--- src/rtl/regfile_dbg_pkg.sv ---
// Shared state encoding and default geometry for the register-file debug dumper.
package regfile_dbg_pkg;

    localparam int DEF_NUM_REGS = 32;
    localparam int DEF_ADDR_W   = 5;
    localparam int DEF_DATA_W   = 32;

    // Address reported on the checksum beat (all ones at the default width).
    localparam logic [DEF_ADDR_W-1:0] CKSUM_ADDR = '1;

    typedef enum logic [2:0] {
        S_IDLE,
        S_ISSUE,
        S_WAIT,
        S_SEND,
        S_CKSUM,
        S_DONE
    } dump_state_e;

endpackage

--- src/rtl/regfile_debug_dumper.sv ---
// Drives the register file debug read port and streams the words out over valid/ready.
// Optional checksum beat after a full sweep: define DUMP_CHECKSUM_EN.
module regfile_debug_dumper
    import regfile_dbg_pkg::*;
#(
    parameter int NUM_REGS     = DEF_NUM_REGS,
    parameter int ADDR_W       = DEF_ADDR_W,
    parameter int DATA_W       = DEF_DATA_W,
    parameter int READ_LATENCY = 1
) (
    input  logic              clock,
    input  logic              reset,
    input  logic              start,
    input  logic              dump_all,
    input  logic [ADDR_W-1:0] req_addr,
    output logic [ADDR_W-1:0] dbg_addr,
    output logic              dbg_strobe,
    input  logic [DATA_W-1:0] dbg_data,
    output logic              out_valid,
    input  logic              out_ready,
    output logic [DATA_W-1:0] out_data,
    output logic [ADDR_W-1:0] out_addr,
    output logic              out_last,
    output logic              busy,
    output logic              done,
    output logic              error
);

    // Output handshake: a word transfers on a clock edge where out_valid and out_ready
    // are both high; while out_valid is high and out_ready is low the beat is held stable.

    localparam logic [ADDR_W-1:0] LAST_IDX = ADDR_W'(NUM_REGS - 1);
    localparam int                LAT_W    = (READ_LATENCY > 1) ? $clog2(READ_LATENCY) : 1;
    localparam logic [LAT_W-1:0]  LAT_END  = LAT_W'(READ_LATENCY - 1);

    dump_state_e       state;
    dump_state_e       state_next;
    logic              mode_all;
    logic [ADDR_W-1:0] index;
    logic [ADDR_W-1:0] index_next;
    logic [LAT_W-1:0]  lat_cnt;
    logic              accept_start;
    logic              start_error;
    logic              bad_addr;
    logic              handshake;
    logic              final_idx;
    logic              beat_last;
    logic              capture;

    assign handshake = out_valid && out_ready;
    assign final_idx = (index == LAST_IDX);
    assign bad_addr  = (32'(req_addr) >= NUM_REGS);
    assign capture   = (state == S_WAIT) && (lat_cnt == LAT_END);

`ifdef DUMP_CHECKSUM_EN
    // The checksum beat carries out_last, so no data beat of a sweep does.
    assign beat_last = !mode_all;
`else
    assign beat_last = !mode_all || final_idx;
`endif

    assign out_valid = (state == S_SEND) || (state == S_CKSUM);
    assign busy      = (state != S_IDLE);
    assign done      = (state == S_DONE);

    always_ff @(posedge clock or posedge reset) begin
        if (reset) begin
            state <= S_IDLE;
        end else begin
            state <= state_next;
        end
    end

    always_comb begin
        state_next   = state;
        index_next   = index;
        accept_start = 1'b0;
        start_error  = 1'b0;
        case (state)
            S_IDLE: begin
                if (start) begin
                    if (dump_all) begin
                        index_next   = '0;
                        state_next   = S_ISSUE;
                        accept_start = 1'b1;
                    end else if (bad_addr) begin
                        start_error = 1'b1;
                    end else begin
                        index_next   = req_addr;
                        state_next   = S_ISSUE;
                        accept_start = 1'b1;
                    end
                end
            end
            S_ISSUE: state_next = S_WAIT;
            S_WAIT: begin
                if (lat_cnt == LAT_END) begin
                    state_next = S_SEND;
                end
            end
            S_SEND: begin
                if (handshake) begin
                    if (out_last) begin
                        state_next = S_DONE;
`ifdef DUMP_CHECKSUM_EN
                    end else if (mode_all && final_idx) begin
                        state_next = S_CKSUM;
`endif
                    end else begin
                        index_next = index + 1'b1;
                        state_next = S_ISSUE;
                    end
                end
            end
            S_CKSUM: begin
                if (handshake) begin
                    state_next = S_DONE;
                end
            end
            S_DONE:  state_next = S_IDLE;
            default: state_next = S_IDLE;
        endcase
    end

`ifdef DUMP_CHECKSUM_EN
    logic [DATA_W-1:0] sum;
`endif

    always_ff @(posedge clock or posedge reset) begin
        if (reset) begin
            dbg_addr   <= '0;
            dbg_strobe <= 1'b0;
            error      <= 1'b0;
            mode_all   <= 1'b0;
            index      <= '0;
            lat_cnt    <= '0;
            out_data   <= '0;
            out_addr   <= '0;
            out_last   <= 1'b0;
`ifdef DUMP_CHECKSUM_EN
            sum        <= '0;
`endif
        end else begin
            // Strobe is high exactly for the ISSUE cycle; address persists until the next one.
            dbg_strobe <= (state_next == S_ISSUE);
            error      <= start_error;
            index      <= index_next;
            if (state_next == S_ISSUE) begin
                dbg_addr <= index_next;
            end
            if (accept_start) begin
                mode_all <= dump_all;
            end
            if (state == S_ISSUE) begin
                lat_cnt <= '0;
            end else if (state == S_WAIT) begin
                lat_cnt <= lat_cnt + 1'b1;
            end
            if (capture) begin
                out_data <= dbg_data;
                out_addr <= index;
                out_last <= beat_last;
            end
`ifdef DUMP_CHECKSUM_EN
            if (accept_start) begin
                sum <= '0;
            end else if ((state == S_SEND) && handshake) begin
                sum <= sum + out_data;
            end
            // The final sweep word has not been folded into sum yet; add it here.
            if ((state == S_SEND) && (state_next == S_CKSUM)) begin
                out_data <= sum + out_data;
                out_addr <= '1;
                out_last <= 1'b1;
            end
`endif
        end
    end

endmodule

--- config.mk ---
export PLATFORM = sky130hd
export DESIGN_NAME = regfile_debug_dumper
export DESIGN_NICKNAME = d
export VERILOG_FILES = /design/src/rtl/regfile_dbg_pkg.sv /design/src/rtl/regfile_debug_dumper.sv
export SDC_FILE = /design/constraint.sdc
export NUM_CORES = 1
export LEC_CHECK = 0
export ABC_AREA = 0
export BUFFER_PORTS_ARGS = -buffer_cell sky130_fd_sc_hd__buf_4
export CAP_MARGIN = 20
export CORE_ASPECT_RATIO = 1.25
export CORE_MARGIN = 5
export CORE_UTILIZATION = 43
export DETAILED_ROUTE_END_ITERATION = 7
export PLACE_DENSITY = 0.8
export SKIP_LAST_GASP = 1
export SYNTH_ARGS = -nofsm -noshare
export SYNTH_HDL_FRONTEND = slang
export SYNTH_SLANG_ARGS = --single-unit
--- constraint.sdc ---
create_clock -name clock -period 1.6 [get_ports clock]
set_input_delay 0.08 -clock clock [delete_from_list [all_inputs] [get_ports clock]]
set_output_delay 0.08 -clock clock [all_outputs]
set_load 0.01 [all_outputs]
==> metrics.cfg, run 1 <==
[outcome]
outcome=finished with violations
violations=negative setup slack

[critical_path]
cpPeakStageDelay_ns=0.55
crit_chain=or4b_4 > o311a_1 > a211o_1 > mux2_4
path_delay_family=simple AND/OR/NAND/NOR gates
worstSetupPathType=register to register
cpMaxStageDelayCell=or4b_4
crit_fanout=4
arrival_ns=1.91
end_kind=register
required_ns=1.80
critPathLaunchType=register
crit_buf_inv=0

[sta]
fmax_mhz=585
drv_slew=0
period_needed_ns=1.71
fin_setup_tns_ns=-0.918
skew_ns=0.00779
rsz0062_at_grt=true
finalCritPeriodShare=1.07
fin_ws_ns=-0.110
setup_viol=41
hold_viol_final=0

[clocking]
cts.clk_slew.worst_paths_ns=0.09
cts_root_buf=clkbuf_8
clk_path_buf_depth=2
htreeDepth=2
cts_tree=yes
cts_made_buffers=5
insertion_delay_ns=0.30
clkSinkCount=54

[logic_synthesis]
postSynthCellCount=162
ys_seq_elements=54
synth_fp_nets=206
yosysUniqueCellTypes=33
ys_warn_count=0
yosysSeqAreaShare=0.613
synth.avg_cell_area_um2=13.6
synth_area_um2=2200

[floorplanning]
die_h_um=90.1
io_pins=90
dieArea_um2=6670
rows=29
initial_core_util=0.437
die_w_um=74.0
core_area_um2=5040

[global_routing]
grt-ovfl-total=0
antenna_found_initial=0
grt_usage=0.158
grt_pass1_wl_um=8400
grt_pass1_vias=1805
grt_max_degree=29

[cells_and_area]
fin_nets=327
fin_util=0.671
layout_common_cells=buf_4 (101), dfrtp_1 (53), mux2_2 (38)
diodes=0
area_delta_synth_final_pct=53.5
mostFrequentLayoutCell=buf_4
n_fill_cell=381
drive_gt1_frac=0.588
fin_cells=346

[drt]
drcViolationCount=0
dr.pass1.iters=4
drt_iter0_markers=37
vias=1728
totalWireLength_um=5310
post_drt_via_cell_ratio=4.99
post_drt_wl_per_cell_um=15.4
postRouteAntennaNets=0

[min_path]
holdCritPathClass=input pin to register

[power]
irDropWorstVdd_v=0.00112
p_leak_nw=1.66
power.density_nw_per_um2=1980
p_total_mw=6.71

[place]
gp_congestion=0.796
dpl.hpwl_um=3930
place_ws_ns=-0.122
port_buffers=88
dp.cells=321

[job]
maxCapViolCount=0

repair_timing:
| action | in CTS | in global routing |
|---|---|---|
| hold buffers | 4 | 9 |
| endpoints found under the hold margin | 15 | 9 |
| gates resized for setup | 12 | 4 |
| endpoints found under the setup margin | 46 | 47 |
| pin swaps | 2 | 3 |
| setup buffers | 1 | 0 |
| cloned | 1 | 2 |
synth_stat cells:
library cell,number,area [um^2]
or4b_4,1,13.8
mux2_2,38,428
nor2_1,6,22.5
nand4b_1,2,17.5
a211o_1,1,8.76
conb_1,1,3.75
buf_4,2,15.0
ha_1,2,25.0
dfrtp_1,54,1350
nand3b_1,1,7.51
mux2_4,1,15.0
a31oi_1,2,12.5
a21o_1,1,7.51
nand3_1,2,10.0
and4b_2,1,11.3
a31o_2,1,8.76
inv_1,5,18.8
a21oi_1,3,15.0
clkbuf_1,2,7.51
a2bb2oi_1,1,8.76
buf_2,3,15.0
buf_6,1,11.3
a22oi_1,2,15.0
or3b_2,1,8.76
o311a_1,1,10.0
and3_1,2,12.5
nor4_1,2,12.5
nand2_1,13,48.8
or3_2,1,7.51
o21ai_0,3,15.0
and3_2,1,7.51
nor3_1,3,15.0
a22o_1,2,17.5
cell type report:
cell class,instances,area [um^2],share of cell area
Clock buffer,7,86.3,0.0255
Clock inverter,1,5.00,0.00148
Inverter,5,18.8,0.00555
Multi-Input combinational cell,95,813,0.240
Sequential cell,54,1350,0.400
Tap cell,62,77.6,0.0229
Timing Repair Buffer,122,1030,0.305
per-layer routing:
metal  track usage  vias to the layer above  part of all wire  routed length (um)
met1         0.185                      844              0.39                2050
met3        0.0614                        7             0.096                 510
met4        0.0453                        0             0.015                  79
li1              -                      813                 -                   -
met2         0.263                       64              0.50                2670
met5             0                        -                 0                   0
state kept, by name (all words and copies together) (netlist names):
name        count
index           5
out_addr        5
lat_cnt         1
state           3
out_data       32
dbg_strobe      1
dbg_addr        5
mode_all        1
out_last        1
cells by family (layout without fill, tap and decap cells):
group,after synthesis,in the layout,share of synthesized area
flops,54,54,0.613
mux,39,39,0.201
simple gates,36,36,0.0885
compound gates,17,17,0.0539
buf+inv,13,135,0.0306
fa+ha+maj,2,2,0.0113
other cells,1,1,0.00170
where the power goes:
part / switching (mW) / internal [mW] / total [mW]
Sequential: 0.429 / 2.04 / 2.47
Clock: 0.411 / 0.350 / 0.761
Combinational: 1.40 / 2.08 / 3.48
Total: 2.24 / 4.47 / 6.71
metrics by stage:
step / area, um^2 / hold WS (ns)
floorplan: 2210 / 0.214
global placement: 3050 / 0.0577
detailed placement: 3050 / 0.0544
CTS: 3240 / 0.000209
global route: 3380 / 0.00240
finish: 3380 / 0.0114
worst reg2reg max path, cell delays in order (launching register included):
cell and delay (ns):
dfrtp_1 0.42, or4b_4 0.55, o311a_1 0.14, a211o_1 0.24, mux2_4 0.26
worst paths after layout:
kind	from	endpoint	slack [ns]	depth (start not counted)
setup / recovery	state[2]	dbg_addr[3]	-0.11	4
hold / removal	dbg_data[18]	out_data[18]	0.01	2
setup reg to reg	state[2]	dbg_addr[3]	-0.11	4
hold reg to reg	mode_all	out_last	0.44	1
max in group asynchronous	reset	out_data[29]	0.83	4
min in group asynchronous	reset	state[0]	0.28	3
Power figures use the tool's default switching activity.
==> inputs of run 2 (changes only) <==
--- a/config.mk
+++ b/config.mk
@@ -6,7 +6,7 @@
 export NUM_CORES = 1
 export LEC_CHECK = 0
 export ABC_AREA = 0
-export BUFFER_PORTS_ARGS = -buffer_cell sky130_fd_sc_hd__buf_4
+export BUFFER_PORTS_ARGS = -buffer_cell sky130_fd_sc_hd__buf_2
 export CAP_MARGIN = 20
 export CORE_ASPECT_RATIO = 1.25
 export CORE_MARGIN = 5
==> run 2 against run 1 <==
  * The run still ends with negative setup slack left
  * Sequential cell count is the same
  * Clock-buffer cell count decreased by 1
  * Critical path type unchanged
  * Routed wire length rose by 0.45%
  * Register-to-register slack is essentially flat
  * Largest cell class unchanged
  * Sequential power decreased by 2%
  * Core utilization shrank 3.8 points
  * First-iteration DRC count is 5.4% lower
  * Die area unchanged
  * Sequential share of layout area rose by 2.4 points
  * Combinational power shrank 9.2%
==> metrics.cfg, run 2 (synthesis results as in run 1) <==
[sta]
fin_ws_ns=-0.108
rsz0062_at_grt=true
drv_slew=0
period_needed_ns=1.71
fmax_mhz=586
skew_ns=0.00185
hold_viol_final=0
setup_viol=45
finalCritPeriodShare=1.07

[drt]
postRouteAntennaNets=0
drt_iter0_markers=35
post_drt_wl_per_cell_um=15.3
totalWireLength_um=5340
dr.pass1.iters=4
post_drt_via_cell_ratio=4.97
vias=1728
drcViolationCount=0

[cells_and_area]
ff_latch_area_um2=1350
fin_area_um2=3190
multi_input_area_um2=823
layout_common_cells=buf_2 (88), dfrtp_1 (54), mux2_2 (38)
fin_nets=330
mostFrequentLayoutCell=buf_2
diodes=0
n_fill_cell=422
fin_cells=348
area_delta_synth_final_pct=44.8
drive_gt1_frac=0.580
regMostFlops=out_data
largest_reg_flops=32

[clocking]
insertion_delay_ns=0.30
clkSinkCount=54
cts_made_buffers=5
clk_path_buf_depth=2
htreeDepth=2
cts_root_buf=clkbuf_8
cts.clk_slew.worst_paths_ns=0.09
cts_tree=yes

[power]
pwr-share-clk=0.114
power.density_nw_per_um2=1980
netSwitchingFraction=0.350
irDropWorstVdd_v=0.000878
p_leak_nw=1.59
pwr-share-seq=0.385
internal_power_mw=4.10
power.switching_mw=2.21
comb_power_share=0.501

[global_routing]
grt_pass1_vias=1776
use_met1=0.180
grt_max_degree=34
antenna_found_initial=0
grt-ovfl-total=0
use_met3=0.0491
grt_usage=0.151
grt_busiest_layer=met2
grt_pass1_wl_um=8020
met2_usage=0.258

[critical_path]
crit_buf_inv=0
worstSetupPathType=register to register
required_ns=1.79
cpPeakStageDelay_ns=0.55
path_delay_family=simple AND/OR/NAND/NOR gates
critPathLaunchType=register
reg2reg_depth=4
critical_path_cell_count=4
cpMaxStageDelayCell=or4b_4
arrival_ns=1.90
crit_chain=or4b_4 > o311a_1 > a211o_1 > mux2_4
crit_fanout=3
end_kind=register

[min_path]
hold_path_depth=3
holdCritPathClass=input pin to register

[place]
dpl.hpwl_um=3660
gp_congestion=0.792
dp.cells=318
placed_cell_area_um2=2820
port_buffers=88

[outcome]
violations=negative setup slack
outcome=finished with violations

[floorplanning]
io_pins=90
rows=29
core_area_um2=5040
die_w_um=74.0
dieArea_um2=6670
initial_core_util=0.437
die_h_um=90.1

[job]
maxCapViolCount=0

[run 2: final timing paths]
kind	slack, ns	startpoint	endpoint
worst max-delay path	-0.11	state[2]	dbg_addr[3]
worst min-delay path	0.0006	req_addr[1]	dbg_addr[1]
worst max register to register	-0.11	state[2]	dbg_addr[3]
worst min register to register	0.46	mode_all	out_last
max in group asynchronous	0.75	reset	state[1]
min in group asynchronous	0.33	reset	out_data[12]
[run 2: through the flow]
step / worst slack [ns] / setup TNS, ns / power (mW) / hold slack (ns) / util
6_report: -0.108 / -2.51 / 6.30 / 0.000602 / 0.633
5_1_grt: -0.169 / -5.42 / 6.76 / -0.00162 / 0.633
3_3_place_gp: -0.0819 / -1.00 / 5.16 / 0.117 / 0.559
4_1_cts: -0.118 / -2.86 / 6.06 / 0.0000249 / 0.602
3_5_place_dp: -0.134 / -2.78 / 5.27 / 0.123 / 0.559
2_1_floorplan: -0.107 / -0.107 / 4.14 / 0.214 / -
[run 2: area by class of cell]
class / instances / share of cell area
sequential: 54 / 0.423
timing repair buffer: 125 / 0.263
multi-input combinational: 95 / 0.258
tap: 62 / 0.0243
clock buffer: 6 / 0.0227
inverter: 5 / 0.00588
clock inverter: 1 / 0.00235
[run 2: power groups by stage]
stage                     combinational (mW)  sequential, mW  clock (mW)
final                                   3.16            2.43       0.716
after global routing                    3.43            2.53       0.801
after CTS                               2.88            2.44       0.746
after detailed placement                2.81            2.46           0
after global placement                  2.73            2.42           0
after floorplan                         1.46            2.68           0
[run 2: worst register-to-register path, cell delays in order, from the launching register on]
cell     delay (ns)
dfrtp_1        0.41
or4b_4         0.55
o311a_1        0.13
a211o_1        0.25
mux2_4         0.26
[run 2: per-layer routing]
metal / routed length, um / share of wire
met5: 0 / 0
met4: 36 / 0.0067
met1: 2030 / 0.38
met3: 480 / 0.090
met2: 2790 / 0.52
[run 2: what timing repair did]
item	in CTS	in global routing
hold buffers	12	4
buffers inserted	2	2
pin swaps	0	5
cloned	0	3
endpoints found under the setup margin	46	48
hold endpoints to repair	32	4
gates resized for setup	1	9
